### src/rtl/change_dispenser.sv
// change_dispenser: payout side of the vending machine coin interface.
// Breaks a change amount greedily into 20/10/5/1 coins against per-denomination
// inventory counters and hands them one at a time to the coin ejector.
// Ports:
//   clk, rst                  clock, synchronous active-high reset
//   start, amount             dispense request and value (sampled when idle)
//   coin_req, coin_sel        coin request / one-hot denomination to ejector
//   coin_ack                  ejector released the requested coin
//   restock, restock_sel/qty  inventory add while idle (one-hot select)
//   busy, done                activity flag, one-cycle completion pulse
//   short_change, timeout_err sticky payout status, cleared by next start
//   remaining                 amount still owed
//   inv_empty                 per-denomination inventory == 0
// Denomination bit mapping everywhere: bit0=1, bit1=5, bit2=10, bit3=20.
module change_dispenser #(
  parameter int unsigned AMT_W       = 7,
  parameter int unsigned INV_W       = 6,
  parameter int unsigned INIT_CNT1   = 20,
  parameter int unsigned INIT_CNT5   = 20,
  parameter int unsigned INIT_CNT10  = 20,
  parameter int unsigned INIT_CNT20  = 20,
  parameter int unsigned GAP_CYCLES  = 4,
  parameter int unsigned ACK_TIMEOUT = 1000
) (
  input  logic             clk,
  input  logic             rst,
  input  logic             start,
  input  logic [AMT_W-1:0] amount,
  input  logic             coin_ack,
  input  logic             restock,
  input  logic [3:0]       restock_sel,
  input  logic [INV_W-1:0] restock_qty,
  output logic             coin_req,
  output logic [3:0]       coin_sel,
  output logic             busy,
  output logic             done,
  output logic             short_change,
  output logic             timeout_err,
  output logic [AMT_W-1:0] remaining,
  output logic [3:0]       inv_empty
);

  localparam logic [2:0] S_IDLE   = 3'd0;
  localparam logic [2:0] S_SELECT = 3'd1;
  localparam logic [2:0] S_ISSUE  = 3'd2;
  localparam logic [2:0] S_GAP    = 3'd3;
  localparam logic [2:0] S_DONE   = 3'd4;

  localparam int unsigned DEN [4] = '{1, 5, 10, 20};

  logic [2:0]       state, state_n;
  logic [INV_W-1:0] inv [4];
  logic [INV_W-1:0] inv_n [4];
  logic [AMT_W-1:0] remaining_n;
  logic             coin_req_n, short_n, tmo_n;
  logic [3:0]       coin_sel_n;
  logic [15:0]      tcnt, tcnt_n;
  logic [15:0]      gcnt, gcnt_n;
  logic [3:0]       pick;
  logic             found;
  int unsigned      cur_val;
  logic [INV_W:0]   sum;

  // Greedy choice: scan from the largest denomination down.
  always_comb begin
    pick  = '0;
    found = 1'b0;
    for (int unsigned k = 0; k < 4; k++) begin
      if (!found && inv[2'(3 - k)] != '0 && 32'(remaining) >= DEN[2'(3 - k)]) begin
        pick[2'(3 - k)] = 1'b1;
        found           = 1'b1;
      end
    end
  end

  always_comb begin
    cur_val = 0;
    for (int unsigned k = 0; k < 4; k++) begin
      if (coin_sel[k]) cur_val = DEN[k];
    end
  end

  always_comb begin
    state_n     = state;
    inv_n       = inv;
    remaining_n = remaining;
    coin_req_n  = coin_req;
    coin_sel_n  = coin_sel;
    short_n     = short_change;
    tmo_n       = timeout_err;
    tcnt_n      = tcnt;
    gcnt_n      = gcnt;
    sum         = '0;
    case (state)
      S_IDLE: begin
        if (start) begin
          remaining_n = amount;
          short_n     = 1'b0;
          tmo_n       = 1'b0;
          state_n     = S_SELECT;
        end
        if (restock && $onehot(restock_sel)) begin
          for (int unsigned k = 0; k < 4; k++) begin
            if (restock_sel[k]) begin
              sum      = {1'b0, inv[k]} + {1'b0, restock_qty};
              inv_n[k] = sum[INV_W] ? '1 : sum[INV_W-1:0];
            end
          end
        end
      end
      S_SELECT: begin
        if (remaining == '0) begin
          state_n = S_DONE;
        end else if (found) begin
          coin_req_n = 1'b1;
          coin_sel_n = pick;
          tcnt_n     = '0;
          state_n    = S_ISSUE;
        end else begin
          short_n = 1'b1;
          state_n = S_DONE;
        end
      end
      S_ISSUE: begin
        // An ack on the same edge as the final timeout cycle still counts.
        if (coin_ack) begin
          remaining_n = remaining - AMT_W'(cur_val);
          for (int unsigned k = 0; k < 4; k++) begin
            if (coin_sel[k]) inv_n[k] = inv[k] - 1'b1;
          end
          coin_req_n = 1'b0;
          coin_sel_n = '0;
          gcnt_n     = '0;
          state_n    = (GAP_CYCLES == 0) ? S_SELECT : S_GAP;
        end else if (32'(tcnt) + 32'd1 >= ACK_TIMEOUT) begin
          coin_req_n = 1'b0;
          coin_sel_n = '0;
          tmo_n      = 1'b1;
          state_n    = S_DONE;
        end else begin
          tcnt_n = tcnt + 16'd1;
        end
      end
      S_GAP: begin
        if (32'(gcnt) + 32'd1 >= GAP_CYCLES) state_n = S_SELECT;
        else gcnt_n = gcnt + 16'd1;
      end
      S_DONE:  state_n = S_IDLE;
      default: state_n = S_IDLE;
    endcase
  end

  always_ff @(posedge clk) begin
    if (rst) begin
      state        <= S_IDLE;
      inv[0]       <= INV_W'(INIT_CNT1);
      inv[1]       <= INV_W'(INIT_CNT5);
      inv[2]       <= INV_W'(INIT_CNT10);
      inv[3]       <= INV_W'(INIT_CNT20);
      inv_empty    <= {INIT_CNT20 == 0, INIT_CNT10 == 0, INIT_CNT5 == 0, INIT_CNT1 == 0};
      remaining    <= '0;
      coin_req     <= 1'b0;
      coin_sel     <= '0;
      short_change <= 1'b0;
      timeout_err  <= 1'b0;
      busy         <= 1'b0;
      done         <= 1'b0;
      tcnt         <= '0;
      gcnt         <= '0;
    end else begin
      state        <= state_n;
      for (int unsigned k = 0; k < 4; k++) begin
        inv[k]       <= inv_n[k];
        inv_empty[k] <= (inv_n[k] == '0);
      end
      remaining    <= remaining_n;
      coin_req     <= coin_req_n;
      coin_sel     <= coin_sel_n;
      short_change <= short_n;
      timeout_err  <= tmo_n;
      busy         <= (state_n != S_IDLE);
      done         <= (state_n == S_DONE);
      tcnt         <= tcnt_n;
      gcnt         <= gcnt_n;
    end
  end

endmodule

### config.mk
export PLATFORM = sky130hd
export DESIGN_NAME = change_dispenser
export DESIGN_NICKNAME = d
export VERILOG_FILES = /design/src/rtl/change_dispenser.sv
export SDC_FILE = /design/constraint.sdc
export NUM_CORES = 1
export LEC_CHECK = 0
export CORE_ASPECT_RATIO = 0.8
export CORE_UTILIZATION = 52
export DETAILED_ROUTE_END_ITERATION = 8
export DONT_BUFFER_PORTS = 1
export PLACE_DENSITY = 0.68
export SLEW_MARGIN = 15
export SYNTH_ARGS = -nofsm -noshare
export SYNTH_HDL_FRONTEND = slang
export SYNTH_SLANG_ARGS = --single-unit
### constraint.sdc
create_clock -name clk -period 3.7 [get_ports clk]
set_clock_uncertainty 0.1 [all_clocks]
set_input_delay 1.11 -clock clk [delete_from_list [all_inputs] [get_ports clk]]
set_output_delay 1.11 -clock clk [all_outputs]
set_load 0.02 [all_outputs]
==> results.json <==
{
  "synth_area_leaders": "dfxtp_1, ha_1, nor2_1, nand2_1, nor3_1",
  "crit_type": "input port to register",
  "routed_via_density": 6.04,
  "drc": 0,
  "yosys.cell_types.count": 68,
  "ir_drop_uv": 268,
  "die_w_um": 115,
  "drt_first_pass_iters": 4,
  "clock-root-buffer": "clkbuf_16",
  "ys_ff_latch": 79,
  "final_area_um2": 5930,
  "grt_max_degree": 37,
  "power_w": 0.00298,
  "leakagePower_nw": 2.28,
  "synth_edf_count": 0,
  "rows": 32,
  "grt_pass1_wl_um": 21900,
  "grt_pass1_vias": 4590,
  "p_per_area_nw_per_um2": 503,
  "wirelength_um": 13300,
  "overflow": 0,
  "chipHeight_um": 92.5,
  "endpoint_kind": "register",
  "htree_levels": 3,
  "antenna_found_initial": 0,
  "yosys_warnings": 0,
  "fin_crit_ns": 3.60,
  "pin_count": 42,
  "yosysSeqAreaShare_pct": 29.7,
  "hold_path_class": "register to register",
  "synthArstFlopShare_pct": 0,
  "cts_tree": "done",
  "cp_data_required_time_ns": 3.85,
  "crit_path_start_kind": "input port",
  "hold_buffers": 0,
  "place.gp.congestion": 0.903,
  "cp_max_fo": 4,
  "syn_area_um2": 5320,
  "ant_nets": 0,
  "vias": 4927,
  "clkSinkCount": 79,
  "nets": 743,
  "maxSlewHeadroom_pct": 35.4,
  "layout-drive-gt1-share_pct": 9.12,
  "numPortBuffers": 0,
  "ys.flop_type": "dfxtp_1",
  "clk_pin_slew_ns": 0.06,
  "placed_cell_area_um2": 5580,
  "status": "finished clean",
  "fmax_mhz": 278,
  "antenna_cells": 0,
  "hpwlAfterDp_um": 10100,
  "grt_use_total_pct": 26.3,
  "die_area_um2": 10600,
  "clk_path_buf_depth": 2,
  "cts_buffers": 9,
  "syn_inst": 660,
  "clk_latency_ns": 0.34,
  "drt_iter0_drc": 287,
  "area_delta_synth_final_pct": 11.4,
  "arrival_ns": 3.76,
  "finalSetupViolCount": 0,
  "fillers": 883,
  "tightest_slew_ns": 0.955,
  "initial_core_util_pct": 54.3,
  "hold_ws_ns": 0.387,
  "grt_setup_unrepaired": "yes",
  "slew_violations": 0,
  "yosys.area.top_type": "dfxtp_1",
  "synth_top_area_share_pct": 29.7,
  "synthesis.nets": 728,
  "max_cap_violations": 0,
  "core_area_um2": 9810,
  "final-hold-violation-count": 0,
  "synth_area_per_cell_um2": 8.07,
  "avgRoutedWirePerCell_um": 16.3,
  "finalCritPeriodShare_pct": 97.4
}
[flip-flops by register name, summed over array words and instances, names as in the netlist]
register and cells:
busy 1, coin_req 1, coin_sel 4, done 1
gcnt 16, inv 24, inv_empty 4, remaining 7
short_change 1, state 3, tcnt 16, timeout_err 1
[layer usage]
metal | global-route usage (%) | up-vias | share of wire [%]
met4 | 6.93 | 0 | 0.98
met3 | 6.35 | 13 | 7.0
met1 | 36.8 | 2312 | 49
met5 | 0 | - | 0
met2 | 40.2 | 158 | 43
li1 | - | 2444 | -
[critical path, stage by stage]
cell      delay, ns
inv_8          0.01
fa_1           0.52
inv_1          0.04
ha_2           0.18
ha_4           0.20
and4bb_2       0.30
nand2_2        0.07
a211o_1        0.30
a31o_4         0.22
or3_1          0.35
nand3_1        0.09
o211ai_1       0.12
nor4_2         0.25
[cell type report]
type	count	area (um^2)	area share [%]
multi-input cells	520	3550	59.8
flip-flops and latches	79	1580	26.7
clock buffers	12	256	4.32
repair buffers	25	188	3.16
well taps	136	170	2.87
inverters	40	158	2.66
clock inverters	4	30.0	0.506
[repair_timing]
item                                    CTS  global route
endpoints found under the setup margin    0             1
resized for setup                         0             5
setup buffers                             0             5
[logic make-up after synthesis]
kind of cell,count (synthesis),share of synthesized area [%]
multiplexers,7,1.32
AND/OR/NAND/NOR,281,27.9
XOR/XNOR,26,4.28
AO/OA/AOI/OAI,160,20.6
adder cells (fa/ha/maj),46,11.7
flip-flops,79,29.7
buffers and inverters,61,4.58
[report_power, final]
part / switching (W) / total, W / internal (W)
combinational: 0.000582 / 0.000998 / 0.000416
clock: 0.000357 / 0.000849 / 0.000493
sequential: 0.000201 / 0.00114 / 0.000936
total: 0.00114 / 0.00298 / 0.00184
[synth_stat cells, types with 4 or more instances]
| master | count |
|---|---|
| nor4b_1 | 4 |
| a21oi_1 | 32 |
| nand2b_1 | 5 |
| o21bai_1 | 4 |
| o21ai_0 | 32 |
| nand2_1 | 53 |
| xor2_1 | 10 |
| o211ai_1 | 7 |
| ha_1 | 40 |
| a311oi_1 | 5 |
| mux2i_1 | 7 |
| nand4_1 | 10 |
| nand3b_1 | 4 |
| o31ai_1 | 6 |
| buf_2 | 6 |
| and2_1 | 26 |
| nor4_1 | 14 |
| nor2_1 | 62 |
| a21o_1 | 10 |
| dfxtp_1 | 79 |
| nand4b_1 | 5 |
| a22oi_1 | 5 |
| fa_1 | 6 |
| a31oi_1 | 10 |
| nand3_1 | 20 |
| xnor2_1 | 16 |
| clkbuf_1 | 13 |
| a22o_1 | 4 |
| or3_1 | 7 |
| nor2b_1 | 9 |
| and3_1 | 8 |
| and4_1 | 4 |
| inv_1 | 38 |
| nor3_1 | 39 |
| a211oi_1 | 9 |
[worst paths after layout]
| check | endpoint | slack, ns | depth (start not counted) | startpoint |
|---|---|---|---|---|
| setup / recovery | inv_empty[3] | 0.1 | 13 | restock_sel[3] |
| hold / removal | gcnt[15] | 0.39 | 1 | gcnt[15] |
| setup reg to reg | tcnt[8] | 0.77 | 8 | remaining[6] |
| hold reg to reg | gcnt[15] | 0.39 | 1 | gcnt[15] |
[stage by stage]
stage / instances / TNS [ns] / worst slack, ns / util, %
2_1_floorplan: 660 / -0.136 / -0.0697 / -
3_3_place_gp: 795 / -0.368 / -0.112 / 56.8
3_5_place_dp: 795 / -1.19 / -0.295 / 56.8
4_1_cts: 811 / 0 / 0.00877 / 59.8
5_1_grt: 816 / -0.00311 / -0.00311 / 60.5
6_report: 816 / 0 / 0.0980 / 60.5
[cell usage in the layout (no fill, tap or decap), drive strengths merged, types with 6 or more instances in the layout]
master / count
buf: 25
nand3: 21
xor2: 10
ha: 40
a31oi: 10
o21ai: 33
nand2: 53
nor2b: 9
o211ai: 7
nand4: 10
a211oi: 9
fa: 6
o31ai: 7
clkbuf: 12
dfxtp: 79
nor2: 63
nor3: 41
and2: 26
inv: 39
and3: 8
nor4: 14
xnor2: 16
a21o: 10
or3: 7
mux2i: 7
a21oi: 32
Note: power is estimated with default switching activity, not from simulation.
